### src/rtl/bp_cfg_link_slave.sv
// rtl/bp_cfg_link_slave.sv - Config link slave: register file, irf write strobe, CCE ucode channel
// Optional: BP_CFG_READBACK_EN enables register readback on reads of mapped scalar registers.
module bp_cfg_link_slave #(
  parameter int core_id_width_p = 4,
  parameter int num_lce_width_p = 6
) (
  input  logic                       clk_i,
  input  logic                       reset_n_i,
  input  logic                       cfg_v_i,
  input  logic                       cfg_w_i,
  input  logic [15:0]                cfg_addr_i,
  input  logic [31:0]                cfg_data_i,
  output logic                       cfg_ready_o,
  output logic                       cfg_resp_v_o,
  output logic [31:0]                cfg_resp_data_o,
  output logic                       cfg_resp_err_o,
  input  logic                       cfg_resp_yumi_i,
  output logic                       reset_o,
  output logic                       freeze_o,
  output logic [core_id_width_p-1:0] core_id_o,
  output logic [1:0]                 icache_mode_o,
  output logic [31:0]                npc_o,
  output logic [1:0]                 dcache_mode_o,
  output logic [1:0]                 cce_mode_o,
  output logic [num_lce_width_p-1:0] num_lce_o,
  output logic                       irf_w_v_o,
  output logic [4:0]                 irf_addr_o,
  output logic [31:0]                irf_data_o,
  output logic                       ucode_v_o,
  output logic [11:0]                ucode_addr_o,
  output logic [31:0]                ucode_data_o,
  input  logic                       ucode_ready_i
);

  typedef enum logic [1:0] {st_idle, st_ucode, st_resp} state_e;
  state_e state;

  logic hit_reset, hit_freeze, hit_core_id, hit_icache, hit_npc, hit_dcache;
  logic hit_cce, hit_num_lce, hit_irf, hit_ucode, hit_reg;
  logic        nxt_err;
  logic [31:0] nxt_data;
  logic [4:0]  irf_index;

  always_comb begin
    hit_reset   = (cfg_addr_i == 16'h0001);
    hit_freeze  = (cfg_addr_i == 16'h0002);
    hit_core_id = (cfg_addr_i == 16'h0003);
    hit_icache  = (cfg_addr_i == 16'h0022);
    hit_npc     = (cfg_addr_i == 16'h0040);
    hit_dcache  = (cfg_addr_i == 16'h0042);
    hit_cce     = (cfg_addr_i == 16'h0081);
    hit_num_lce = (cfg_addr_i == 16'h0082);
    hit_irf     = (cfg_addr_i >= 16'h0050) && (cfg_addr_i <= 16'h006F);
    hit_ucode   = (cfg_addr_i[15:12] == 4'h8);
    hit_reg     = hit_reset | hit_freeze | hit_core_id | hit_icache | hit_npc
                | hit_dcache | hit_cce | hit_num_lce;
  end

  // Low five bits of (addr - 0x50) equal addr[4:0] - 0x10 modulo 32.
  assign irf_index = 5'(cfg_addr_i[4:0] - 5'h10);

`ifdef BP_CFG_READBACK_EN
  logic [31:0] rd_val;
  always_comb begin
    rd_val = 32'h0;
    if (hit_reset)   rd_val = 32'(reset_o);
    if (hit_freeze)  rd_val = 32'(freeze_o);
    if (hit_core_id) rd_val = 32'(core_id_o);
    if (hit_icache)  rd_val = 32'(icache_mode_o);
    if (hit_npc)     rd_val = npc_o;
    if (hit_dcache)  rd_val = 32'(dcache_mode_o);
    if (hit_cce)     rd_val = 32'(cce_mode_o);
    if (hit_num_lce) rd_val = 32'(num_lce_o);
  end
`endif

  always_comb begin
    nxt_data = 32'h0;
    nxt_err  = 1'b1;
    if (cfg_w_i) begin
      nxt_err = ~(hit_reg | hit_irf);
    end else begin
`ifdef BP_CFG_READBACK_EN
      nxt_err  = ~hit_reg;
      nxt_data = hit_reg ? rd_val : 32'h0;
`else
      nxt_err  = 1'b1;
`endif
    end
  end

  always_ff @(posedge clk_i or negedge reset_n_i) begin
    if (!reset_n_i) begin
      state           <= st_idle;
      cfg_ready_o     <= 1'b0;
      cfg_resp_v_o    <= 1'b0;
      cfg_resp_data_o <= 32'h0;
      cfg_resp_err_o  <= 1'b0;
      reset_o         <= 1'b1;
      freeze_o        <= 1'b1;
      core_id_o       <= '0;
      icache_mode_o   <= 2'b0;
      npc_o           <= 32'h0;
      dcache_mode_o   <= 2'b0;
      cce_mode_o      <= 2'b0;
      num_lce_o       <= '0;
      irf_w_v_o       <= 1'b0;
      irf_addr_o      <= 5'h0;
      irf_data_o      <= 32'h0;
      ucode_v_o       <= 1'b0;
      ucode_addr_o    <= 12'h0;
      ucode_data_o    <= 32'h0;
    end else begin
      irf_w_v_o <= 1'b0;
      case (state)
        st_idle: begin
          cfg_ready_o <= 1'b1;
          if (cfg_v_i && cfg_ready_o) begin
            cfg_ready_o <= 1'b0;
            if (cfg_w_i && hit_ucode) begin
              ucode_v_o    <= 1'b1;
              ucode_addr_o <= cfg_addr_i[11:0];
              ucode_data_o <= cfg_data_i;
              state        <= st_ucode;
            end else begin
              if (cfg_w_i) begin
                if (hit_reset)   reset_o       <= cfg_data_i[0];
                if (hit_freeze)  freeze_o      <= cfg_data_i[0];
                if (hit_core_id) core_id_o     <= cfg_data_i[core_id_width_p-1:0];
                if (hit_icache)  icache_mode_o <= cfg_data_i[1:0];
                if (hit_npc)     npc_o         <= cfg_data_i;
                if (hit_dcache)  dcache_mode_o <= cfg_data_i[1:0];
                if (hit_cce)     cce_mode_o    <= cfg_data_i[1:0];
                if (hit_num_lce) num_lce_o     <= cfg_data_i[num_lce_width_p-1:0];
                if (hit_irf) begin
                  irf_w_v_o  <= 1'b1;
                  irf_addr_o <= irf_index;
                  irf_data_o <= cfg_data_i;
                end
              end
              cfg_resp_v_o    <= 1'b1;
              cfg_resp_data_o <= nxt_data;
              cfg_resp_err_o  <= nxt_err;
              state           <= st_resp;
            end
          end
        end
        st_ucode: begin
          if (ucode_ready_i) begin
            ucode_v_o       <= 1'b0;
            cfg_resp_v_o    <= 1'b1;
            cfg_resp_data_o <= 32'h0;
            cfg_resp_err_o  <= 1'b0;
            state           <= st_resp;
          end
        end
        st_resp: begin
          if (cfg_resp_yumi_i) begin
            cfg_resp_v_o <= 1'b0;
            cfg_ready_o  <= 1'b1;
            state        <= st_idle;
          end
        end
        default: begin
          cfg_ready_o  <= 1'b0;
          cfg_resp_v_o <= 1'b0;
          ucode_v_o    <= 1'b0;
          state        <= st_idle;
        end
      endcase
    end
  end

endmodule

### config.mk
export PLATFORM = sky130hd
export DESIGN_NAME = bp_cfg_link_slave
export DESIGN_NICKNAME = d
export VERILOG_FILES = /design/src/rtl/bp_cfg_link_slave.sv
export SDC_FILE = /design/constraint.sdc
export NUM_CORES = 1
export LEC_CHECK = 0
export BUFFER_PORTS_ARGS = -buffer_cell sky130_fd_sc_hd__buf_2
export CORE_MARGIN = 8
export CORE_UTILIZATION = 49
export DETAILED_ROUTE_END_ITERATION = 8
export GPL_ROUTABILITY_DRIVEN = 1
export HOLD_SLACK_MARGIN = 0.02
export PLACE_DENSITY = 0.87
export SLEW_MARGIN = 0
export SYNTH_ARGS = -nofsm -noshare
export SYNTH_HDL_FRONTEND = slang
export SYNTH_SLANG_ARGS = --single-unit
### constraint.sdc
create_clock -name clk_i -period 2.56 [get_ports clk_i]
set_clock_uncertainty 0.2 [all_clocks]
set_input_delay 0.256 -clock clk_i [delete_from_list [all_inputs] [get_ports clk_i]]
set_output_delay 0.256 -clock clk_i [all_outputs]
set_load 0.1 [all_outputs]
==> impl_metrics.yaml <==
outcome:
  outcome: "complete, no violations"
global_route:
  track_usage: 0.200
  grt_pass1_vias: 4667
  grt_pass1_wl_um: 25100
  antenna_found_initial: 0
  grt_max_degree: 54
  grt.overflow.total: 0
clocking:
  path_clk_slew_ns: 0.06
  clk_latency_ns: 0.41
  cts_buffers: 17
  clock-sinks: 138
  clock_path_buffers: 2
  cts-root-buf: "clkbuf_16"
  cts_tree: "done"
  cts_max_level: 4
  cts-resized-gates: 0
sta:
  layout_min_cycle_time_ns: 2.46
  setup_viol: 0
  setup_slack_ns: 0.0999
  setup-tns-final_ns: 0
  final_hold_viol_count: 0
  finalCritPeriodShare: 0.961
  whs_ns: 0.0385
  relSlewSlack: 0.662
  maxSlewViolCount: 0
  timing.fmax_ghz: 0.406
  grt_setup_unrepaired: "no"
  worstMarginPinSlew_ns: 0.503
cells_and_area:
  fill_cells: 798
  multiInputGateArea_um2: 2190
  drive_above_1_share: 0.575
  area_growth_pct: 35.4
  final_nets: 700
  seqCellArea_um2: 3460
  num_antenna_cells: 0
critical_path:
  critPathArrivalTime_ns: 2.55
  setup.worst_path.start_class: "input port"
  cp.required_ns: 2.65
  crit_path_end_kind: "register"
  worstPathMaxFanout: 32
  crit_type: "in2reg"
floorplanning:
  core_area_um2: 11900
  die_area_um2: 15900
  die_x_um: 126
  ios: 222
  start_util: 0.498
  row_count: 40
  fp.dieH_um: 126
logic_synthesis:
  synth_flop_cell: "dfrtp_1"
  syn_area_um2: 5930
  synth_area_per_cell_um2: 15.2
  synth.distinct_cells: 48
  synth_edf_count: 0
  synth_seq_area_share: 0.583
  synth.most_common_cell: "dfrtp_1"
  yosys.area.top_type_share: 0.574
  yosysTopAreaCell: "dfrtp_1"
  ys_ff_latch: 138
  yosysWarnings: 0
  ys_top_cells_by_area: "dfrtp_1 57%, mux2_2 18%, mux2_4 7.8%, buf_4 4.2%, buf_12 1.0%"
  synthArstFlopShare: 1.00
  synth_commonest_cells: "136 x dfrtp_1, 97 x mux2_2, 33 x buf_4, 31 x mux2_4, 10 x nand2_1"
  syn_inst: 391
power_and_ir_drop:
  ir_worst_vdd_v: 0.000600
  power_leakage_nw: 4.39
  power-per-cell-area_nw_per_um2: 922
detailed_routing:
  vias: 4177
  wl_um: 15800
  route.detailed.drc: 0
  vias_per_cell: 5.18
  ant_nets: 0
  first_pass_iters: 4
  routedWlPerCell_um: 19.6
  drt-initial-drc-count: 169
run:
  drv_cap: 0
placed_design:
  port_buffers: 189
  dp_hpwl_um: 11000
  dp_slack_ns: 0.219
  routabilityCongestion: 0.829
hold_path:
  worstHoldPathType: "in2reg"
## registers in the layout, indices dropped and copies added, names as in the netlist, 4 cells and up
signal        flops
ucode_addr_o     12
irf_addr_o        5
npc_o            32
irf_data_o       32
ucode_data_o     32
core_id_o         4
num_lce_o         6
## report_power, final
part | internal [mW] | total, mW | switching [mW]
registers | 2.41 | 2.55 | 0.141
logic | 0.430 | 2.58 | 2.15
clock network | 1.42 | 2.27 | 0.852
## metal layers
layer | vias to the layer above | wire (µm) | global-route usage
met5 | - | 0 | 0
met1 | 2089 | 5680 | 0.201
met4 | 0 | 484 | 0.103
met2 | 206 | 8190 | 0.351
li1 | 1841 | - | -
met3 | 41 | 1420 | 0.0810
## cell families after synthesis
logic type	count (synthesis)	share of synthesized area
flops	138	0.583
mux	130	0.266
buf+inv	54	0.0683
simple gates	50	0.0622
compound gates	17	0.0186
xor+xnor	1	0.00148
other cells	1	0.000632
## cell type report
cell class | instances | area share
flip-flops and latches | 138 | 0.431
multi-input cells | 230 | 0.272
clock inverters | 5 | 0.00405
inverters | 6 | 0.00281
clock buffers | 27 | 0.0664
well taps | 147 | 0.0229
repair buffers | 253 | 0.201
## worst max-delay path: stages
cell and delay, ns:
dlygate4sd3_1 0.54, buf_2 0.14, nor4_2 0.29, buf_4 0.20, nand4b_1 0.21, nor4_4 0.25
buf_12 0.26, mux2_2 0.38
## layout by cell type (no fill, tap or decap), types with 3 or more instances in the layout
cell type and n:
nand4_1 4, clkbuf_16 17, dfrtp_1 135, mux2_4 31, nor4_1 5, o21ai_0 5
buf_12 5, clkbuf_1 3, clkinvlp_4 3, buf_2 188, inv_1 6, clkbuf_8 7
a21oi_1 3, nand2_1 10, dlygate4sd3_1 47, mux2_2 97, nor2_1 3, nor4_2 3
conb_1 32, buf_4 12
## stage by stage
| stage | cells | power [mW] | util | instance area (µm²) |
|---|---|---|---|---|
| floorplan | 422 | 4.67 | - | 6050 |
| detailed placement | 727 | 5.10 | 0.587 | 6990 |
| CTS | 806 | 7.44 | 0.674 | 8030 |
| finish | 806 | 7.40 | 0.674 | 8030 |
| global placement | 727 | 5.04 | 0.587 | 6990 |
| global route | 806 | 7.61 | 0.674 | 8030 |
## final timing paths
path	startpoint	to	slack (ns)	cells past startpoint
max	cfg_addr_i[8]	npc_o[20]	0.1	8
min	cfg_data_i[0]	icache_mode_o[0]	0.04	2
max reg2reg	state[1]	npc_o[20]	0.18	6
min reg2reg	ucode_addr_o[1]	ucode_addr_o[1]	0.29	2
max in group asynchronous	reset_n_i	freeze_o	1.34	3
min in group asynchronous	reset_n_i	ucode_addr_o[9]	0.17	2
## timing repair
action                                 in CTS  in global routing
setup buffers                               0                  0
endpoints found under the hold margin     247                  0
hold buffers                               47                  0
(Power assumes the default switching activity.)
